$ cat config.mk
export PLATFORM = sky130hd
export DESIGN_NAME = load_store_unit
export DESIGN_NICKNAME = d
export VERILOG_FILES = /design/src/rtl/lsu_pkg.sv /design/src/rtl/lsu_align.sv /design/src/rtl/load_store_unit.sv
export SDC_FILE = /design/constraint.sdc
export NUM_CORES = 1
export LEC_CHECK = 0
export CORE_MARGIN = 4
export CORE_UTILIZATION = 45
export DETAILED_ROUTE_END_ITERATION = 8
export GPL_TIMING_DRIVEN = 0
export PLACE_DENSITY = 0.89
export SLEW_MARGIN = 5
export SYNTH_ARGS = -nofsm -noshare
export SYNTH_HDL_FRONTEND = slang
export SYNTH_SLANG_ARGS = --single-unit
$ cat constraint.sdc
create_clock -name clk -period 4 [get_ports clk]
set_input_delay 0.8 -clock clk [delete_from_list [all_inputs] [get_ports clk]]
set_output_delay 0.8 -clock clk [all_outputs]
set_load 0.005 [all_outputs]
$ cat src/rtl/lsu_pkg.sv
// rtl/lsu_pkg.sv - shared constants for the load/store unit
package lsu_pkg;

    // FSM state encoding
    localparam logic [1:0] ST_IDLE  = 2'd0;
    localparam logic [1:0] ST_ISSUE = 2'd1;
    localparam logic [1:0] ST_WAIT  = 2'd2;
    localparam logic [1:0] ST_RESP  = 2'd3;

    // RV32 load/store funct3 encodings
    localparam logic [2:0] F3_B  = 3'd0;
    localparam logic [2:0] F3_H  = 3'd1;
    localparam logic [2:0] F3_W  = 3'd2;
    localparam logic [2:0] F3_BU = 3'd4;
    localparam logic [2:0] F3_HU = 3'd5;

endpackage

$ cat src/rtl/lsu_align.sv
// rtl/lsu_align.sv - store lane placement, load extraction and access checking
module lsu_align
    import lsu_pkg::*;
(
    input  logic [2:0]  funct3_i,
    input  logic        write_i,
    input  logic [1:0]  offset_i,
    input  logic [31:0] wdata_i,
    input  logic [31:0] rdata_i,
    output logic [31:0] store_data_o,
    output logic [31:0] store_mask_o,
    output logic [31:0] load_data_o,
    output logic        error_o
);

    logic [7:0]  sel_byte;
    logic [15:0] sel_half;
    logic        illegal;
    logic        misaligned;

    assign sel_byte = rdata_i[{offset_i, 3'b000} +: 8];
    assign sel_half = offset_i[1] ? rdata_i[31:16] : rdata_i[15:0];

    // Stores replicate the datum across the word; the mask picks the lane(s)
    always_comb begin
        store_data_o = 32'd0;
        store_mask_o = 32'd0;
        if (write_i) begin
            case (funct3_i)
                F3_B: begin
                    store_data_o = {4{wdata_i[7:0]}};
                    store_mask_o = 32'h0000_00FF << {offset_i, 3'b000};
                end
                F3_H: begin
                    store_data_o = {2{wdata_i[15:0]}};
                    store_mask_o = offset_i[1] ? 32'hFFFF_0000 : 32'h0000_FFFF;
                end
                F3_W: begin
                    store_data_o = wdata_i;
                    store_mask_o = 32'hFFFF_FFFF;
                end
                default: ;
            endcase
        end
    end

    // Loads pull the addressed byte/half out of the raw word and extend it
    always_comb begin
        load_data_o = 32'd0;
        case (funct3_i)
            F3_B:    load_data_o = {{24{sel_byte[7]}}, sel_byte};
            F3_BU:   load_data_o = {24'd0, sel_byte};
            F3_H:    load_data_o = {{16{sel_half[15]}}, sel_half};
            F3_HU:   load_data_o = {16'd0, sel_half};
            F3_W:    load_data_o = rdata_i;
            default: ;
        endcase
    end

    // Unsigned stores do not exist; 3, 6 and 7 are not load/store widths
    always_comb begin
        illegal    = (funct3_i == 3'd3) || (funct3_i[2:1] == 2'b11)
                   || (write_i && ((funct3_i == F3_BU) || (funct3_i == F3_HU)));
        misaligned = (((funct3_i == F3_H) || (funct3_i == F3_HU)) && offset_i[0])
                   || ((funct3_i == F3_W) && (offset_i != 2'b00));
        error_o    = illegal || misaligned;
    end

endmodule

$ cat src/rtl/load_store_unit.sv
// rtl/load_store_unit.sv - single-outstanding load/store unit in front of a word memory
module load_store_unit
    import lsu_pkg::*;
#(
    parameter int TIMEOUT = 0
)
(
    input  logic        clk,
    input  logic        reset,
    input  logic        req_valid,
    output logic        req_ready,
    input  logic        req_write,
    input  logic [2:0]  req_funct3,
    input  logic [31:0] req_address,
    input  logic [31:0] req_wdata,
    output logic        resp_valid,
    output logic [31:0] resp_rdata,
    output logic        resp_error,
    input  logic        memory_ready,
    input  logic        memory_valid,
    input  logic [31:0] read_memory_data,
    output logic [31:0] read_memory_address,
    output logic [31:0] write_memory_data,
    output logic [31:0] write_memory_address,
    output logic [31:0] write_memory_mask,
    output logic        memory_command,
    output logic        memory_enable
);

    localparam logic [31:0] TIMEOUT_W = 32'(TIMEOUT);

    logic [1:0]  state_q,  state_d;
    logic [2:0]  funct3_q, funct3_d;
    logic [1:0]  offset_q, offset_d;
    logic [31:0] addr_q,   addr_d;
    logic [31:0] wdata_q,  wdata_d;
    logic [31:0] mask_q,   mask_d;
    logic        cmd_q,    cmd_d;
    logic [31:0] rdata_q,  rdata_d;
    logic        err_q,    err_d;
    logic [31:0] cnt_q,    cnt_d;

    logic        idle;
    logic [2:0]  al_funct3;
    logic        al_write;
    logic [1:0]  al_offset;
    logic [31:0] al_store_data;
    logic [31:0] al_store_mask;
    logic [31:0] al_load_data;
    logic        al_error;

    assign idle = (state_q == ST_IDLE);

    // One aligner serves both phases: the live request while idle (store lanes,
    // error check) and the latched request afterwards (load extraction).
    assign al_funct3 = idle ? req_funct3         : funct3_q;
    assign al_write  = idle ? req_write          : cmd_q;
    assign al_offset = idle ? req_address[1:0]   : offset_q;

    lsu_align u_align (
        .funct3_i     (al_funct3),
        .write_i      (al_write),
        .offset_i     (al_offset),
        .wdata_i      (req_wdata),
        .rdata_i      (read_memory_data),
        .store_data_o (al_store_data),
        .store_mask_o (al_store_mask),
        .load_data_o  (al_load_data),
        .error_o      (al_error)
    );

    // Next-state logic: accept, issue, wait for completion or timeout, respond
    always_comb begin
        state_d  = state_q;
        funct3_d = funct3_q;
        offset_d = offset_q;
        addr_d   = addr_q;
        wdata_d  = wdata_q;
        mask_d   = mask_q;
        cmd_d    = cmd_q;
        rdata_d  = rdata_q;
        err_d    = err_q;
        cnt_d    = cnt_q;
        case (state_q)
            ST_IDLE: begin
                if (req_valid) begin
                    funct3_d = req_funct3;
                    offset_d = req_address[1:0];
                    addr_d   = {req_address[31:2], 2'b00};
                    wdata_d  = al_store_data;
                    mask_d   = al_store_mask;
                    cmd_d    = req_write;
                    cnt_d    = 32'd0;
                    rdata_d  = 32'd0;
                    if (al_error) begin
                        err_d   = 1'b1;
                        state_d = ST_RESP;
                    end else begin
                        err_d   = 1'b0;
                        state_d = ST_ISSUE;
                    end
                end
            end
            ST_ISSUE: begin
                if (memory_ready) begin
                    state_d = ST_WAIT;
                end
            end
            ST_WAIT: begin
                if (memory_valid) begin
                    rdata_d = cmd_q ? 32'd0 : al_load_data;
                    state_d = ST_RESP;
                end else if ((TIMEOUT_W != 32'd0) && (cnt_q + 32'd1 == TIMEOUT_W)) begin
                    err_d   = 1'b1;
                    state_d = ST_RESP;
                end else begin
                    cnt_d = cnt_q + 32'd1;
                end
            end
            ST_RESP: begin
                rdata_d = 32'd0;
                err_d   = 1'b0;
                state_d = ST_IDLE;
            end
            default: state_d = ST_IDLE;
        endcase
    end

    // State and datapath registers; reset abandons any in-flight access
    always_ff @(posedge clk) begin
        if (reset) begin
            state_q  <= ST_IDLE;
            funct3_q <= 3'd0;
            offset_q <= 2'd0;
            addr_q   <= 32'd0;
            wdata_q  <= 32'd0;
            mask_q   <= 32'd0;
            cmd_q    <= 1'b0;
            rdata_q  <= 32'd0;
            err_q    <= 1'b0;
            cnt_q    <= 32'd0;
        end else begin
            state_q  <= state_d;
            funct3_q <= funct3_d;
            offset_q <= offset_d;
            addr_q   <= addr_d;
            wdata_q  <= wdata_d;
            mask_q   <= mask_d;
            cmd_q    <= cmd_d;
            rdata_q  <= rdata_d;
            err_q    <= err_d;
            cnt_q    <= cnt_d;
        end
    end

    assign req_ready            = idle && !reset;
    assign memory_enable        = (state_q == ST_ISSUE) && memory_ready && !reset;
    assign resp_valid           = (state_q == ST_RESP) && !reset;
    assign resp_rdata           = rdata_q;
    assign resp_error           = err_q;
    assign read_memory_address  = addr_q;
    assign write_memory_address = addr_q;
    assign write_memory_data    = wdata_q;
    assign write_memory_mask    = mask_q;
    assign memory_command       = cmd_q;

endmodule

=== Yosys cells after proc, flatten, opt, wreduce, memory -nomap -nowiden ===
Index checks and enable logic that the tools add are counted.

* Equal/unequal tests: 12
* Shifts and indexed selects: 2
* Mux-type cells: 22
* Reduce and logical (&&, ||, !) cells: 23

{| class="wikitable"
|+ Operators with widths
! operator !! count
|-
| $pmux W32 S3 || 3
|-
| $mux W32 || 6
|-
| $pmux W32 S5 || 1
|-
| $shiftx A32 B6 Y8 || 1
|-
| $shl A8 B5 Y32 const A || 1
|-
| $mux W16 || 1
|-
| $mux W2 || 5
|-
| $pmux W2 S4 || 1
|-
| $logic_and A1 B1 Y1 || 7
|-
| $eq A2 B2 Y1 const B || 3
|-
| $eq A3 B2 Y1 const B || 2
|-
| $eq A3 B3 Y1 const B || 2
|-
| $logic_or A1 B1 Y1 || 6
|-
| $ne A2 B2 Y1 const B || 3
|-
| $reduce_and A3 Y1 || 2
|-
| $reduce_and A2 Y1 || 2
|-
| $reduce_bool A2 Y1 || 2
|-
| $eq A3 B1 Y1 const B || 1
|-
| $logic_not A3 Y1 || 1
|-
| $mux W1 || 3
|-
| $mux W3 || 1
|-
| $reduce_bool A3 Y1 || 1
|-
| $eq A2 B1 Y1 const B || 1
|-
| $logic_not A2 Y1 || 1
|-
| 2 further kinds || 2
|}

* Register bits after elaboration: 135
* Input port bits: 105
* Output and inout bits: 165

=== Depth between registers and ports, before layout ===
* Depth after elaboration: 10
* Mapped depth: 11
* Depth with buffers taken out: 6

=== Modules after synthesis ===
A second synthesis with hierarchy kept.

* Cells, all modules: 913
* Area total of the unflattened synthesis: 7035.5 um2

{| class="wikitable"
|+ Modules (own cells, without submodules)
! module !! times used !! cells an instance !! area each (um2) !! seq. area each (um2)
|-
| load_store_unit || 1 || 648 || 5318.9 || 2702.6
|-
| lsu_align || 1 || 265 || 1716.6 || 0.0
|}

=== Worst setup path after synthesis ===
No wires, ideal clock.

* Path type: in2out
* From: input port reset
* To: output port req_ready
* Arrival: 1.600 ns
* Setup slack: 1.600 ns
* Cell stages on the path: 4
* Path through: clkbuf_1 > clkbuf_1 > buf_1 > nor2_1

* Word-level cells in the longest chain between the ends: 2

{| class="wikitable"
|+ RTL lines
! item !! line !! RTL
|-
| start, declared || load_store_unit.sv:9 || <nowiki>input logic reset,</nowiki>
|-
| $logic_not A1 Y1 || load_store_unit.sv:156 || <nowiki>assign req_ready = idle && !reset;</nowiki>
|-
| $logic_and A1 B1 Y1 || load_store_unit.sv:156 ||
|-
| end, declared || load_store_unit.sv:11 || <nowiki>output logic req_ready,</nowiki>
|}

No other way between the ends.

=== Worst setup path in the final report ===
Same ends and word-level chain as after synthesis.

==> run summary <==
=====================================================================================
Total of endpoints with negative setup slack in the final report                    0
Commonest cells after routing, fill and taps aside                       sky130_fd_sc_hd__clkdlybuf4s50_1 (264), sky130_fd_sc_hd__nand2_1 (121), sky130_fd_sc_hd__dfxtp_1 (107), sky130_fd_sc_hd__a22oi_1 (65), sky130_fd_sc_hd__buf_4 (64)
Outcome                                                                  complete, no violations
Worst slack, placed                                                         0.6644 ns
Number of cell rows                                                                40
Aggregate global-route resource usage                                          28.35%
Clock-pin slew on the worst setup and hold paths                              0.08 ns
Async set-or-reset flop fraction in the synthesized netlist                        0%
Area leader, netlist                                                     sky130_fd_sc_hd__dfxtp_1
Initial antenna violation count                                                     0
Clock Root Buffer                                                        sky130_fd_sc_hd__clkbuf_16
Pre-antenna DRT Iters                                                               8
Total Routed Length                                                          20.82 mm
Hold buffer count at cts                                                            0
Commonest register cell after synthesis                                  sky130_fd_sc_hd__dfxtp_1
Yosys warning count                                                                 0
Critical Setup Path Class                                                input pin to output port
Nets@finish                                                                      1043
Post-CTS setup buffers                                                              0
Overall power after layout                                                   4.343 mW
PnR worst setup slack                                                       0.6769 ns
Maximum vdd drop                                                            0.2721 mV
Residual DRC count                                                                  0
Core Region                                                                 12160 µm²
Vias in the first global route                                                   6045
Number of vias after detailed routing                                            6171
Longest individual stage delay on the worst path                              0.49 ns
Leakage power total                                                          3.211 nW
GP Congestion                                                                  0.8976
Residual antenna-violating net count after detailed routing                         0
Largest delay share family, worst path                                   buffers and inverters
Endpoint kind of the worst setup timing path                              output port
Worst Tran Pin Value                                                        0.7348 ns
Die Y                                                                        120.1 µm
Yosys cell types                                                                   50
Number of enable-type register cells in the synthesized netlist                     0
Clock H-tree levels                                                                 3
Largest net degree at the start of global routing                                  20
Maximum clock path buffer count                                                     2
Cell types occupying the most area after synthesis                       sky130_fd_sc_hd__dfxtp_1 (38%), sky130_fd_sc_hd__a22oi_1 (8.6%), sky130_fd_sc_hd__buf_4 (8.5%)
Post-layout util                                                               72.40%
Hold Vio Cnt, Final                                                                 0
First-pass GRT wire length                                                   32.62 mm
Worst setup slack for register-to-register paths                              1.35 ns
PD cells                                                                 493.2 nW/µm²
CP Max Fanout                                                                      10
Clock period minus final worst setup slack                                   3.323 ns
Final design instance area without fill                                      8805 µm²
Part of the Yosys area used for sequential elements                            37.86%
Clock sink count                                                                  107
Skew-Pair Late Insertion Delay                                                0.36 ns
Top cell by count, worst path                                            sky130_fd_sc_hd__clkbuf_1
Arrival time reported for the critical path endpoint                          2.52 ns
Post-cts resize count                                                               0
Highest Clock Rate                                                          300.9 MHz
DP Cell Count                                                                    1090
Die Footprint                                                               14430 µm²
Gate count after technology mapping                                               655
Cell Area, Synth                                                             5658 µm²
# Max-Cap Violations                                                                0
Clock tree from TritonCTS                                                       built
Required time of the worst setup path                                         3.20 ns
Setup TNS                                                                        0 ns
Initial standard-cell utilization of the core                                  46.52%
Area Growth Syn to Fin                                                         55.62%
Cell Chain, Critical Path                                                clkbuf_1, clkbuf_1, buf_1, nor2_1, clkdlybuf4s50_1
Fraction of synthesized cell area taken by the top area cell type              37.86%
Final Slew Violations                                                               0
Initial detailed-routing violation count                                          699
HP Class                                                                 flip-flop to flip-flop
Total CTS buffers                                                                   9
Tightest slew margin relative to the limit                                     50.93%
Total inserted antenna cells                                                        0
Most frequent standard cell in the layout excluding fill and tap cells   sky130_fd_sc_hd__clkdlybuf4s50_1
Number of buffer and inverter instances along the worst setup path                  4
Final hold slack                                                            0.4515 ns
Overflow left after global routing                                                  0
Avg Synthesized Cell Area                                                   8.638 µm²
Max Clock Skew                                                            0.009697 ns
Number of buffers inserted by port buffering                                      264
Number of standard cells in the layout, taps in and fillers out                  1106
Horizontal die dimension                                                     120.1 µm
Routed WL per cell                                                           18.82 µm
I/O pin count                                                                     270
Share of final-layout standard cells stronger than drive strength 1            14.07%
DR vias/cell                                                                    5.580
Crit-path slowest cell                                                   sky130_fd_sc_hd__clkdlybuf4s50_1
Count of state elements after synthesis                                           107
Post-place instance area                                                     8522 µm²
Detailed Place HPWL                                                          16.21 mm
Fraction of the cycle the final worst path needs                               83.08%
Startpoint Class                                                            input pin
Setup repair after global routing missed its margin                                no
=====================================================================================
-- Yosys cell counts, types with 3 or more instances --
master and n:
sky130_fd_sc_hd__nand2b_1 4, sky130_fd_sc_hd__o22a_1 7, sky130_fd_sc_hd__mux2_2 17, sky130_fd_sc_hd__a311oi_1 6
sky130_fd_sc_hd__a22oi_1 65, sky130_fd_sc_hd__ha_1 5, sky130_fd_sc_hd__dfxtp_1 107, sky130_fd_sc_hd__o21ai_0 13
sky130_fd_sc_hd__a221oi_1 9, sky130_fd_sc_hd__nand3_1 11, sky130_fd_sc_hd__nor2_1 18, sky130_fd_sc_hd__inv_1 3
sky130_fd_sc_hd__mux2i_1 17, sky130_fd_sc_hd__buf_2 14, sky130_fd_sc_hd__buf_6 4, sky130_fd_sc_hd__a21o_1 8
sky130_fd_sc_hd__o21ai_1 9, sky130_fd_sc_hd__buf_1 4, sky130_fd_sc_hd__nand2_1 121, sky130_fd_sc_hd__a211oi_1 8
sky130_fd_sc_hd__a21oi_1 58, sky130_fd_sc_hd__nor3_1 4, sky130_fd_sc_hd__clkbuf_1 30, sky130_fd_sc_hd__a311oi_2 11
sky130_fd_sc_hd__buf_4 64, sky130_fd_sc_hd__a222oi_1 8, sky130_fd_sc_hd__nor3b_1 4
-- power breakdown --
part           internal, mW  switching, mW  total (mW)  leakage, nW
clock network         0.437          0.432       0.869        0.141
logic                  1.01           1.19        2.20         2.20
registers              1.17         0.0984        1.27        0.868
-- sequential cells by signal, indices dropped and copies added, names as in the netlist --
name and flops:
resp_rdata 32, write_memory_data 32, read_memory_address 30, write_memory_mask 4, funct3_q 3, offset_q 2
state_q 2, memory_command 1, resp_error 1
-- worst reg2reg max path, stage by stage, from the launching register on --
cell	delay, ns
sky130_fd_sc_hd__dfxtp_1	0.39
sky130_fd_sc_hd__inv_1	0.10
sky130_fd_sc_hd__ha_1	0.23
sky130_fd_sc_hd__buf_6	0.15
sky130_fd_sc_hd__buf_6	0.14
sky130_fd_sc_hd__buf_2	0.18
sky130_fd_sc_hd__o311ai_2	0.63
sky130_fd_sc_hd__nand2_1	0.39
sky130_fd_sc_hd__a221oi_1	0.36
-- final cells by class --
cell class	count	area, µm²
flip-flops and latches	107	2142
clock buffers	10	229.0
multi-input cells	432	2793
clock inverters	6	53.80
plain buffers	116	723.2
inverters	3	11.26
well taps	168	210.2
fillers	959	3357
repair buffers	264	2643
-- metal layers --
metal / global-route usage (%) / part of all wire, % / up-vias
met1: 34.89 / 38 / 2909
li1: - / - / 2867
met4: 6.943 / 1.8 / 0
met2: 48.51 / 49 / 359
met3: 8.530 / 11 / 36
met5: 0 / 0 / -
-- worst paths after layout --
| kind | cells after the start | endpoint | startpoint |
|---|---|---|---|
| setup / recovery | 5 | req_ready | reset |
| hold reg to reg | 2 | write_memory_data[29] | write_memory_data[29] |
| hold / removal | 2 | write_memory_data[29] | write_memory_data[29] |
| setup reg to reg | 8 | resp_rdata[15] | state_q[0] |
-- cell families after synthesis --
family	after synthesis	share of synthesized area [%]
fa+ha+maj	5	1.106
other cells	1	0.06628
compound gates	207	26.43
flops	107	37.86
mux	39	7.894
buf+inv	119	12.98
xor+xnor	1	0.1548
simple gates	176	13.51
Note: power is estimated with default switching activity, not from simulation.
